### src/rtl/pc_sequencer.sv
// Program-counter sequencer: sequential fetch, prioritised redirects, stall buffering
// and sticky misalignment fault. Define PC_SEQ_EXC_EN to enable exc_req/eret_req/epc.
module pc_sequencer #(
  parameter logic [31:0] RESET_PC = 32'h0000_3000,
  parameter logic [31:0] EXC_PC   = 32'h0000_4180
) (
  input  logic        i_clk,
  input  logic        i_reset,
  input  logic        i_stall,
  input  logic        i_br_req,
  input  logic [31:0] i_br_pc4,
  input  logic [15:0] i_br_off,
  input  logic        i_j_req,
  input  logic [31:0] i_j_pc4,
  input  logic [25:0] i_j_idx,
  input  logic        i_jr_req,
  input  logic [31:0] i_jr_addr,
  input  logic        i_exc_req,
  input  logic        i_eret_req,
  input  logic [31:0] i_epc,
  output logic [31:0] o_pc,
  output logic [31:0] o_pc4,
  output logic        o_redirect,
  output logic        o_fault
);

  localparam int unsigned AW = 32;
  localparam int unsigned PW = 3;

  localparam logic [PW-1:0] PRI_NONE = PW'(0);
  localparam logic [PW-1:0] PRI_BR   = PW'(1);
  localparam logic [PW-1:0] PRI_J    = PW'(2);
  localparam logic [PW-1:0] PRI_JR   = PW'(3);
  localparam logic [PW-1:0] PRI_ERET = PW'(4);
  localparam logic [PW-1:0] PRI_EXC  = PW'(5);

  typedef enum logic [1:0] {
    S_RUN   = 2'd0,
    S_HOLD  = 2'd1,
    S_PEND  = 2'd2,
    S_FAULT = 2'd3
  } state_t;

  state_t        r_state;
  logic [AW-1:0] r_pc;
  logic [AW-1:0] r_pend_pc;
  logic [PW-1:0] r_pend_pri;
  logic          r_redirect;
  logic          r_fault;

  logic          w_exc;
  logic          w_eret;
  logic [AW-1:0] w_pc4;
  logic [AW-1:0] w_br_tgt;
  logic [AW-1:0] w_j_tgt;
  logic [AW-1:0] w_req_tgt;
  logic [PW-1:0] w_req_pri;
  logic [AW-1:0] w_win_tgt;
  logic [PW-1:0] w_win_pri;
  logic          w_unused_jpc;

`ifdef PC_SEQ_EXC_EN
  assign w_exc  = i_exc_req;
  assign w_eret = i_eret_req;
`else
  logic w_unused_exc;
  assign w_exc        = 1'b0;
  assign w_eret       = 1'b0;
  assign w_unused_exc = &{1'b0, i_exc_req, i_eret_req};
`endif

  assign w_unused_jpc = &{1'b0, i_j_pc4[27:0]};

  assign w_pc4    = r_pc + AW'(4);
  assign w_br_tgt = i_br_pc4 + {{14{i_br_off[15]}}, i_br_off, 2'b00};
  assign w_j_tgt  = {i_j_pc4[31:28], i_j_idx, 2'b00};

  // Highest-priority request of this cycle; lower ones are dropped.
  always_comb begin
    w_req_pri = PRI_NONE;
    w_req_tgt = '0;
    if (w_exc) begin
      w_req_pri = PRI_EXC;
      w_req_tgt = EXC_PC;
    end else if (w_eret) begin
      w_req_pri = PRI_ERET;
      w_req_tgt = i_epc;
    end else if (i_jr_req) begin
      w_req_pri = PRI_JR;
      w_req_tgt = i_jr_addr;
    end else if (i_j_req) begin
      w_req_pri = PRI_J;
      w_req_tgt = w_j_tgt;
    end else if (i_br_req) begin
      w_req_pri = PRI_BR;
      w_req_tgt = w_br_tgt;
    end
  end

  // Pending target only loses to a strictly higher-priority new request.
  always_comb begin
    w_win_pri = r_pend_pri;
    w_win_tgt = r_pend_pc;
    if (w_req_pri > r_pend_pri) begin
      w_win_pri = w_req_pri;
      w_win_tgt = w_req_tgt;
    end
  end

  always_ff @(posedge i_clk) begin
    if (i_reset) begin
      r_state    <= S_RUN;
      r_pc       <= RESET_PC;
      r_pend_pc  <= '0;
      r_pend_pri <= PRI_NONE;
      r_redirect <= 1'b0;
      r_fault    <= 1'b0;
    end else begin
      r_redirect <= 1'b0;
      if (w_exc) begin
        // Exceptions bypass stall, pending and fault.
        r_pend_pri <= PRI_NONE;
        if (EXC_PC[1:0] != 2'b00) begin
          r_fault <= 1'b1;
          r_state <= S_FAULT;
        end else begin
          r_pc       <= EXC_PC;
          r_redirect <= 1'b1;
          r_fault    <= 1'b0;
          r_state    <= S_RUN;
        end
      end else begin
        case (r_state)
          S_FAULT: r_fault <= 1'b1;
          default: begin
            if (i_stall) begin
              if (w_req_pri > r_pend_pri) begin
                r_pend_pc  <= w_req_tgt;
                r_pend_pri <= w_req_pri;
                r_state    <= S_PEND;
              end else if (r_state != S_PEND) begin
                r_state <= S_HOLD;
              end
            end else if (w_win_pri != PRI_NONE) begin
              r_pend_pri <= PRI_NONE;
              if (w_win_tgt[1:0] != 2'b00) begin
                r_fault <= 1'b1;
                r_state <= S_FAULT;
              end else begin
                r_pc       <= w_win_tgt;
                r_redirect <= 1'b1;
                r_state    <= S_RUN;
              end
            end else begin
              r_pc    <= w_pc4;
              r_state <= S_RUN;
            end
          end
        endcase
      end
    end
  end

  assign o_pc       = r_pc;
  assign o_pc4      = w_pc4;
  assign o_redirect = r_redirect;
  assign o_fault    = r_fault;

endmodule

### config.mk
export PLATFORM = sky130hd
export DESIGN_NAME = pc_sequencer
export DESIGN_NICKNAME = d
export VERILOG_FILES = /design/src/rtl/pc_sequencer.sv
export SDC_FILE = /design/constraint.sdc
export NUM_CORES = 1
export LEC_CHECK = 0
export CAP_MARGIN = 25
export CORE_AREA = 2 2 148 150
export CTS_CLUSTER_SIZE = 40
export DETAILED_ROUTE_END_ITERATION = 6
export DIE_AREA = 0 0 150 152
export DONT_BUFFER_PORTS = 1
export GPL_TIMING_DRIVEN = 0
export PLACE_DENSITY_LB_ADDON = 0.12
export SLEW_MARGIN = 20
export SYNTH_ARGS = -nofsm -noshare
export SYNTH_HDL_FRONTEND = slang
export SYNTH_SLANG_ARGS = --single-unit
### constraint.sdc
create_clock -name i_clk -period 5.6 [get_ports i_clk]
set_input_delay 1.4 -clock i_clk [delete_from_list [all_inputs] [get_ports i_clk]]
set_output_delay 1.4 -clock i_clk [all_outputs]
set_load 0.01 [all_outputs]
==> impl_metrics.json, run 1 <==
{
  "drive_above_1_share_pct": 7.11,
  "area_growth_pct": 9.81,
  "switchingPower_uw": 766,
  "crit_path_frequent_cell": "clkbuf_1",
  "synth-compound-area-share_pct": 32.5,
  "vdd_drop_max_mv": 0.157,
  "synth_xor_area_share_pct": 5.06,
  "slowest_delay_ns": 0.55,
  "cts.path.max_buffers": 2,
  "min_period_over_period_pct": 97.7,
  "drtIter0Drc": 422,
  "synth-simple-area-share_pct": 27.2,
  "cp_data_required_time_ns": 5.80,
  "async_flop_share_pct": 0,
  "p_int_mw": 1.11,
  "clk_pin_slew_ns": 0.06,
  "drv_slew": 0,
  "powerDensity_nw_per_um2": 274,
  "drc": 0,
  "die_height_um": 152,
  "gp_congestion": 0.888,
  "post_drt_wl_per_cell_um": 23.2,
  "start_util_pct": 29.2,
  "grt_pass1_vias": 6410,
  "post-route-min-period_ns": 5.47,
  "end_kind": "flop",
  "gr-usage-all-layers_pct": 22.7,
  "slew_headroom_pct": 47.8,
  "grt_max_degree": 16,
  "yosys_warnings": 0,
  "setup_violations": 0,
  "arrival_ns": 5.67,
  "ys_seq_area_share_pct": 22.8,
  "status": "finished, final reports clean",
  "synth_top_family_by_area": "compound AO/OA/AOI/OAI gates",
  "cp_cell_sequence": "clkbuf_1 -> clkbuf_1 -> buf_2 -> nor2_1 -> ha_1 -> a21oi_1 -> o21a_1 -> clkbuf_1 -> clkbuf_1 -> clkbuf_1 -> o311ai_1 -> o211ai_1 -> a21oi_1",
  "clk_latency_ns": 0.34,
  "seq_power_share_pct": 34.8,
  "p_comb_share_pct": 37.0,
  "hp-class": "reg2reg",
  "critPathLaunchType": "primary input",
  "netlist_instances": 843,
  "postCtsSetupBuffers": 0,
  "portBuffers": 0,
  "r2r-start": "r_pend_pri[1]",
  "synthMuxAreaShare_pct": 0.663,
  "io_pins": 244,
  "synth_top_area_cell": "dfxtp_1",
  "switching_share_pct": 40.9,
  "hold_viol_final": 0,
  "synth.cell_area_sq_um": 6230,
  "cts_sinks": 71,
  "worstMarginPinSlew_ns": 0.783,
  "clock-skew-final_ns": 0.00616,
  "netlist_top_cells_area": "dfxtp_1 23%, ha_1 6.4%, a21oi_1 5.9%",
  "totalWireLength_um": 26300,
  "syn_area_per_cell_sq_um": 7.39,
  "grt_antenna_before_repair": 3,
  "routed-via-count": 6610,
  "final_antenna_net_count": 0,
  "tns_ns": 0,
  "critical-path-top-delay-family": "buffers and inverters",
  "nNetsFinal": 1065,
  "leakage_nw": 2.58,
  "hp-start": "r_pend_pc[11]",
  "synth_edf_count": 0,
  "die_w_um": 150,
  "fmax_ghz": 0.183,
  "synth_top_flop_cell": "dfxtp_1",
  "synth_fp_nets": 1054,
  "synth.ff_latch_count": 71,
  "numCtsBuffers": 9,
  "overflow": 0,
  "critPathSlowestCell": "clkbuf_1",
  "yosys-top-cells-count": "92 x nand2_1, 74 x a21oi_1, 71 x dfxtp_1, 71 x nor2_1, 47 x o21ai_0",
  "diodes": 0,
  "rsz0062_at_grt": "false",
  "power_mw": 1.87,
  "htree_levels": 3,
  "viasPerCell": 5.81,
  "synthMostInstantiatedCell": "nand2_1",
  "row_count": 54,
  "synth_top_area_share_pct": 22.8,
  "tritoncts": "done",
  "crit_buf_inv": 6,
  "drtPass1Iterations": 5,
  "p_clk_share_pct": 28.2,
  "crit_fanout": 10,
  "fin_util_pct": 32.0,
  "dpl.hpwl_um": 20900,
  "grt_pass1_wl_um": 39400,
  "startpoint": "i_jr_req",
  "maxCapViolCount": 0,
  "die_area_sq_um": 22800,
  "yosys.area_share.adder_pct": 6.75,
  "synth_cell_type_count": 91,
  "path_class": "in2reg",
  "hold_buffers": 0,
  "core_sq_um": 21400,
  "root_buffer": "clkbuf_16",
  "cts_resized": 1
}
[stage by stage]
step	hold slack, ns	instance area (sq um)	cells	setup slack (ns)
final	0.456	6840	1138	0.127
after global routing	0.477	6840	1138	0.00304
after CTS	0.454	6840	1138	0.190
after detailed placement	0.448	6580	1123	-0.425
after global placement	0.445	6580	1123	-0.445
after floorplan	0.432	6230	843	1.25
[worst reg2reg max path: cells and delay by family (launching register included)]
kind,cells,cell delay [ns]
adder cells (fa/ha/maj),1,0.30
AO/OA/AOI/OAI,5,0.95
flip-flops,1,0.36
buffers and inverters,4,1.54
[layout by cell type (no fill, tap or decap), drive strengths merged, types with 4 or more instances in the layout]
| cell | instances |
|---|---|
| nand2 | 92 |
| a21oi | 81 |
| nor2 | 72 |
| dfxtp | 71 |
| o21ai | 55 |
| clkbuf | 50 |
| nand3 | 40 |
| nor3 | 33 |
| ha | 32 |
| and3 | 22 |
| xnor2 | 21 |
| buf | 19 |
| a31oi | 18 |
| inv | 16 |
| xor2 | 15 |
| o211ai | 15 |
| nand4 | 13 |
| or3 | 11 |
| and2 | 10 |
| nand2b | 10 |
| o21a | 10 |
| o22ai | 9 |
| o221ai | 9 |
| a221oi | 9 |
| a211oi | 9 |
| a21o | 8 |
| nor4 | 7 |
| nor2b | 6 |
| and4 | 6 |
| nor3b | 5 |
| o211a | 5 |
| o31a | 5 |
| o41ai | 5 |
| a2111oi | 5 |
| a21boi | 5 |
| o31ai | 4 |
| a221o | 4 |
| or2 | 4 |
[kinds of logic after synthesis]
logic type	after synthesis
simple gates	339
compound gates	288
buf+inv	72
flops	71
xor+xnor	36
fa+ha+maj	33
mux	4
[cell type report]
type                       instances  area (sq um)
tap                              280           350
buffer                            55           249
fill                            2403         14500
sequential                        71          1420
multi-input combinational        700          4490
clock buffer                      14           254
clock inverter                     1          5.00
inverter                          17          63.8
[flip-flops by register name (all words and copies together) (netlist names)]
name / cells
o_redirect: 1
r_pend_pri: 3
o_fault: 1
o_pc: 32
r_pend_pc: 32
r_state: 2
[power groups by stage]
stage / sequential, mW / clock (mW) / combinational [mW]
floorplan: 0.641 / 0 / 0.490
global placement: 0.662 / 0 / 0.685
detailed placement: 0.662 / 0 / 0.683
CTS: 0.652 / 0.534 / 0.686
global route: 0.663 / 0.553 / 0.764
finish: 0.652 / 0.528 / 0.693
[path summary, 6_finish.rpt]
check,endpoint,slack [ns],cells past startpoint
max reg2reg,o_pc[10],2.31,10
min reg2reg,r_pend_pc[11],0.46,2
max,o_pc[10],0.13,13
min,r_pend_pc[11],0.46,2
[routing by layer]
metal	GRT usage [%]	share of wire (%)
met1	30.5	45
met2	36.7	46
met3	4.44	6.9
met4	6.60	2.0
met5	0	0.072
Note: power is estimated with default switching activity, not from simulation.
==> run 2, diff against run 1 <==
- CORE_AREA: 2 2 148 150 -> 2 2 101 103
- CTS_CLUSTER_SIZE: 40 -> unset
- DIE_AREA: 0 0 150 152 -> 0 0 103 105
==> run 2 against run 1 <==
Worst setup slack better by 0.11 ns. Flip-flop and latch count unchanged. Clock skew is essentially flat.
==> impl_metrics.json, run 2 (synthesized netlist as in run 1, its figures left out) <==
{
  "status": "finished, final reports clean",
  "end_kind": "flop",
  "powerDensity_nw_per_um2": 260,
  "hold_buffers": 0,
  "power_mw": 1.71,
  "clk_latency_ns": 0.35,
  "leakage_nw": 2.54,
  "cp_data_required_time_ns": 5.82,
  "cts.path.max_buffers": 2,
  "root_buffer": "clkbuf_8",
  "worstMarginPinSlew_ns": 0.781,
  "fin_util_pct": 68.2,
  "fin_hold_ws_ns": 0.459,
  "postCtsSetupBuffers": 0,
  "rsz0062_at_grt": "false",
  "grt_antenna_before_repair": 1,
  "reg2reg_setup_slack_ns": 2.41,
  "drv_slew": 0,
  "hp-class": "reg2reg",
  "path_class": "in2reg",
  "maxCapViolCount": 0,
  "grt_pass1_wl_um": 33100,
  "die_w_um": 103,
  "slew_headroom_pct": 47.5,
  "min_period_over_period_pct": 95.8,
  "vdd_drop_max_mv": 0.132,
  "portBuffers": 0,
  "nNetsFinal": 1065,
  "totalWireLength_um": 21800,
  "htree_levels": 3,
  "clock-skew-final_ns": 0.00627,
  "final_common_cell": "nand2_1",
  "clk_pin_slew_ns": 0.07,
  "routed-via-count": 6982,
  "die_height_um": 105,
  "fmax_ghz": 0.186,
  "core_sq_um": 9640,
  "grt_max_degree": 16,
  "post-route-min-period_ns": 5.36,
  "numCtsBuffers": 9,
  "start_util_pct": 64.6,
  "tns_ns": 0,
  "critPathLaunchType": "primary input",
  "io_pins": 244,
  "grt_pass1_vias": 6479,
  "post_drt_wl_per_cell_um": 22.0,
  "drtIter0Drc": 758,
  "setup_violations": 0,
  "gp_congestion": 0.990,
  "drtPass1Iterations": 6,
  "gr-usage-all-layers_pct": 39.1,
  "diodes": 0,
  "drive_above_1_share_pct": 7.23,
  "most-common-layout-cells": "92 x nand2_1, 74 x a21oi_1, 71 x nor2_1, 71 x dfxtp_1, 47 x o21ai_0",
  "dpl.hpwl_um": 17200,
  "overflow": 0,
  "row_count": 36,
  "viasPerCell": 7.05,
  "final_antenna_net_count": 0,
  "die_area_sq_um": 10800,
  "drc": 0,
  "cts_resized": 0,
  "cts_sinks": 71,
  "hold_viol_final": 0,
  "arrival_ns": 5.58,
  "crit_fanout": 10,
  "tritoncts": "done",
  "area_growth_pct": 5.61
}
==> run 2: changes by cell type in the layout (fill, tap and decap cells not counted), sizes merged <==
cell    change
clkinv      -1
==> run 2: worst max-delay path, cell delays in order <==
cell      delay (ns)
clkbuf_1        0.38
clkbuf_1        0.45
buf_1           0.54
nor2_1          0.15
ha_1            0.30
a21oi_1         0.18
o21a_1          0.14
clkbuf_1        0.38
clkbuf_1        0.49
clkbuf_1        0.56
o311ai_1        0.22
o211ai_1        0.24
a21oi_1         0.13
==> run 2: final cells by class <==
cell class                 count  area, sq um
buffer                        55          248
clock buffer                  14          183
tap                          133          166
inverter                      17         63.8
sequential                    71         1420
multi-input combinational    700         4490
fill                         862         3060
==> run 2: layer usage <==
layer	routed length [um]	track usage [%]	vias up
li1	-	-	3192
met1	8370	49.4	3184
met2	9860	62.2	531
met3	2610	9.83	73
met4	971	17.4	2
met5	7	0	-
==> run 2: metrics by stage <==
stage                     std cells  cell area (sq um)  setup WS (ns)
after floorplan                 843               6230           1.25
after global placement          976               6390         0.0707
after detailed placement        976               6390         0.0296
after CTS                       990               6580          0.386
after global routing            990               6580         0.0187
final                           990               6580          0.237
==> run 2: where the power goes <==
group | switching [mW] | internal, mW
sequential | 0.0819 | 0.567
combinational | 0.445 | 0.229
clock | 0.181 | 0.205
==> run 2: final timing paths <==
| check | startpoint | to | cells after the start |
|---|---|---|---|
| worst max-delay path | i_jr_req | r_pend_pc[10] | 13 |
| worst max register to register | r_pend_pri[1] | r_pend_pc[10] | 10 |
| worst min-delay path | r_pend_pc[3] | r_pend_pc[3] | 2 |
| worst min register to register | r_pend_pc[3] | r_pend_pc[3] | 2 |
==> run 3, diff against run 2 <==
- PLACE_DENSITY: unset -> 0.77
- PLACE_DENSITY_LB_ADDON: 0.12 -> unset
- clock period: 5.6 -> 6.75 ns (I/O delays scaled with it)
==> run 3 against run 2 <==
Sequential power down 17%. First-iteration DRC count down 17%. Wire length up 1.5%. Power down 15%. Sequential share of layout area down 0.094 points. Worst hold slack worse by 0.0075 ns. Cell count up 0.30%. Clock-buffer cell count down 1. Clock skew up 0.0016 ns. Via count up 0.54%. Flip-flop and latch count unchanged. Combinational power down 17%. Largest power group unchanged.
==> impl_metrics.json, run 3 (synthesized netlist as in run 1, its figures left out) <==
{
  "dpl.hpwl_um": 17300,
  "viasPerCell": 7.07,
  "reg2reg_depth": 10,
  "grt_max_degree": 16,
  "powerDensity_nw_per_um2": 220,
  "clk_pin_slew_ns": 0.07,
  "status": "finished, final reports clean",
  "r2r-start": "r_pend_pri[1]",
  "grt_antenna_before_repair": 2,
  "cts_sinks": 71,
  "hp-class": "reg2reg",
  "n_fill_cell": 849,
  "critical-path-top-delay-family": "buffers and inverters",
  "worst_slack_ns": 0.893,
  "drc": 0,
  "vdd_drop_max_mv": 0.106,
  "crit_buf_inv": 6,
  "clk_latency_ns": 0.35,
  "fin_hold_ws_ns": 0.452,
  "cp.depth": 13,
  "leakage_nw": 2.56,
  "setup_violations": 0,
  "end_kind": "flop",
  "fmax_ghz": 0.171,
  "cp-endpoint": "o_pc[10]",
  "root_buffer": "clkbuf_8",
  "io_pins": 244,
  "stdcell_area_sq_um": 6600,
  "drive_above_1_share_pct": 7.45,
  "gp_congestion": 0.947,
  "hold_buffers": 0,
  "cts_resized": 0,
  "portBuffers": 0,
  "hold_viol_final": 0,
  "die_height_um": 105,
  "grt_pass1_vias": 6594,
  "drtIter0Drc": 632,
  "worstMarginPinSlew_ns": 0.786,
  "cp_cell_sequence": "clkbuf_1 -> clkbuf_1 -> buf_1 -> nor2_1 -> ha_1 -> a21oi_1 -> o21a_1 -> clkbuf_1 -> clkbuf_1 -> clkbuf_1 -> o311ai_1 -> o211ai_1 -> a21oi_1",
  "min_period_over_period_pct": 86.8,
  "postCtsSetupBuffers": 0,
  "critPathLaunchType": "primary input",
  "crit_fanout": 10,
  "area_growth_pct": 6.07,
  "critPathSlowestCell": "buf_1",
  "slew_headroom_pct": 47.6,
  "maxCapViolCount": 0,
  "core_sq_um": 9640,
  "row_count": 36,
  "place_area_sq_um": 6390,
  "tns_ns": 0,
  "reg2reg_setup_slack_ns": 3.52,
  "nNetsFinal": 1065,
  "place_ws_ns": 0.757,
  "cp_data_required_time_ns": 6.97,
  "rr_endpoint": "o_pc[10]",
  "drv_slew": 0,
  "htree_levels": 3,
  "overflow": 0,
  "die_area_sq_um": 10800,
  "final_antenna_net_count": 0,
  "post_drt_wl_per_cell_um": 22.3,
  "slowest_delay_ns": 0.66,
  "die_w_um": 103,
  "grt_pass1_wl_um": 33600,
  "rsz0062_at_grt": "false",
  "final_common_cell": "nand2_1",
  "cts.path.max_buffers": 2,
  "tritoncts": "done",
  "totalWireLength_um": 22200,
  "numCtsBuffers": 9,
  "clock-skew-final_ns": 0.00786,
  "drtPass1Iterations": 7,
  "post-route-min-period_ns": 5.86,
  "arrival_ns": 6.07,
  "start_util_pct": 64.6,
  "path_class": "in2reg",
  "routed-via-count": 7020,
  "crit_path_frequent_cell": "clkbuf_1",
  "startpoint": "i_jr_req",
  "most-common-layout-cells": "92 x nand2_1, 74 x a21oi_1, 71 x nor2_1, 71 x dfxtp_1, 47 x o21ai_0",
  "gr-usage-all-layers_pct": 39.9
}
[run 3: final cells by class]
cell class | count | area (sq um) | share of cell area (%)
inverters | 17 | 63.8 | 0.966
flip-flops and latches | 71 | 1420 | 21.5
multi-input cells | 700 | 4490 | 68.0
diodes | 1 | 2.50 | 0.0379
well taps | 133 | 166 | 2.52
clock inverters | 3 | 40.0 | 0.606
clock buffers | 13 | 169 | 2.56
plain buffers | 55 | 248 | 3.75
[run 3: worst min-delay path by stage]
stage,start,end,depth (start not counted)
2_1_floorplan,r_pend_pc[18],r_pend_pc[18],2
3_3_place_gp,r_pend_pc[18],r_pend_pc[18],2
3_5_place_dp,r_pend_pc[11],r_pend_pc[11],2
4_1_cts,r_pend_pc[11],r_pend_pc[11],2
5_1_grt,r_pend_pc[11],r_pend_pc[11],2
6_report,r_pend_pc[11],r_pend_pc[11],2
[run 3: metrics by stage]
stage / total power [mW] / utilization [%] / std cells
detailed placement: 1.08 / 66.3 / 976
global route: 1.52 / 68.5 / 992
finish: 1.45 / 68.5 / 993
CTS: 1.43 / 68.5 / 992
floorplan: 0.938 / - / 843
global placement: 1.07 / 66.3 / 976
[run 3: power by group]
group	internal (mW)	switching [mW]	total [mW]
registers	0.471	0.0667	0.537
logic	0.190	0.370	0.560
clock network	0.200	0.155	0.355
[run 3: worst register-to-register path, cell delays in order, from the launching register on]
cell and delay [ns]:
dfxtp_1 0.38, inv_1 0.06, ha_1 0.30, a21oi_1 0.20, o21a_1 0.15, clkbuf_1 0.37, clkbuf_1 0.52, clkbuf_1 0.55
o311ai_1 0.22, o211ai_1 0.23, a21oi_1 0.12
[run 3: metal layers]
metal / GRT usage [%] / up-vias / routed length (um) / share of wire [%]
met5: 0 / - / 16 / 0.072
met4: 18.0 / 2 / 864 / 3.9
met3: 11.4 / 74 / 2670 / 12
met2: 63.5 / 508 / 10100 / 46
met1: 49.4 / 3247 / 8490 / 38
li1: - / 3189 / - / -
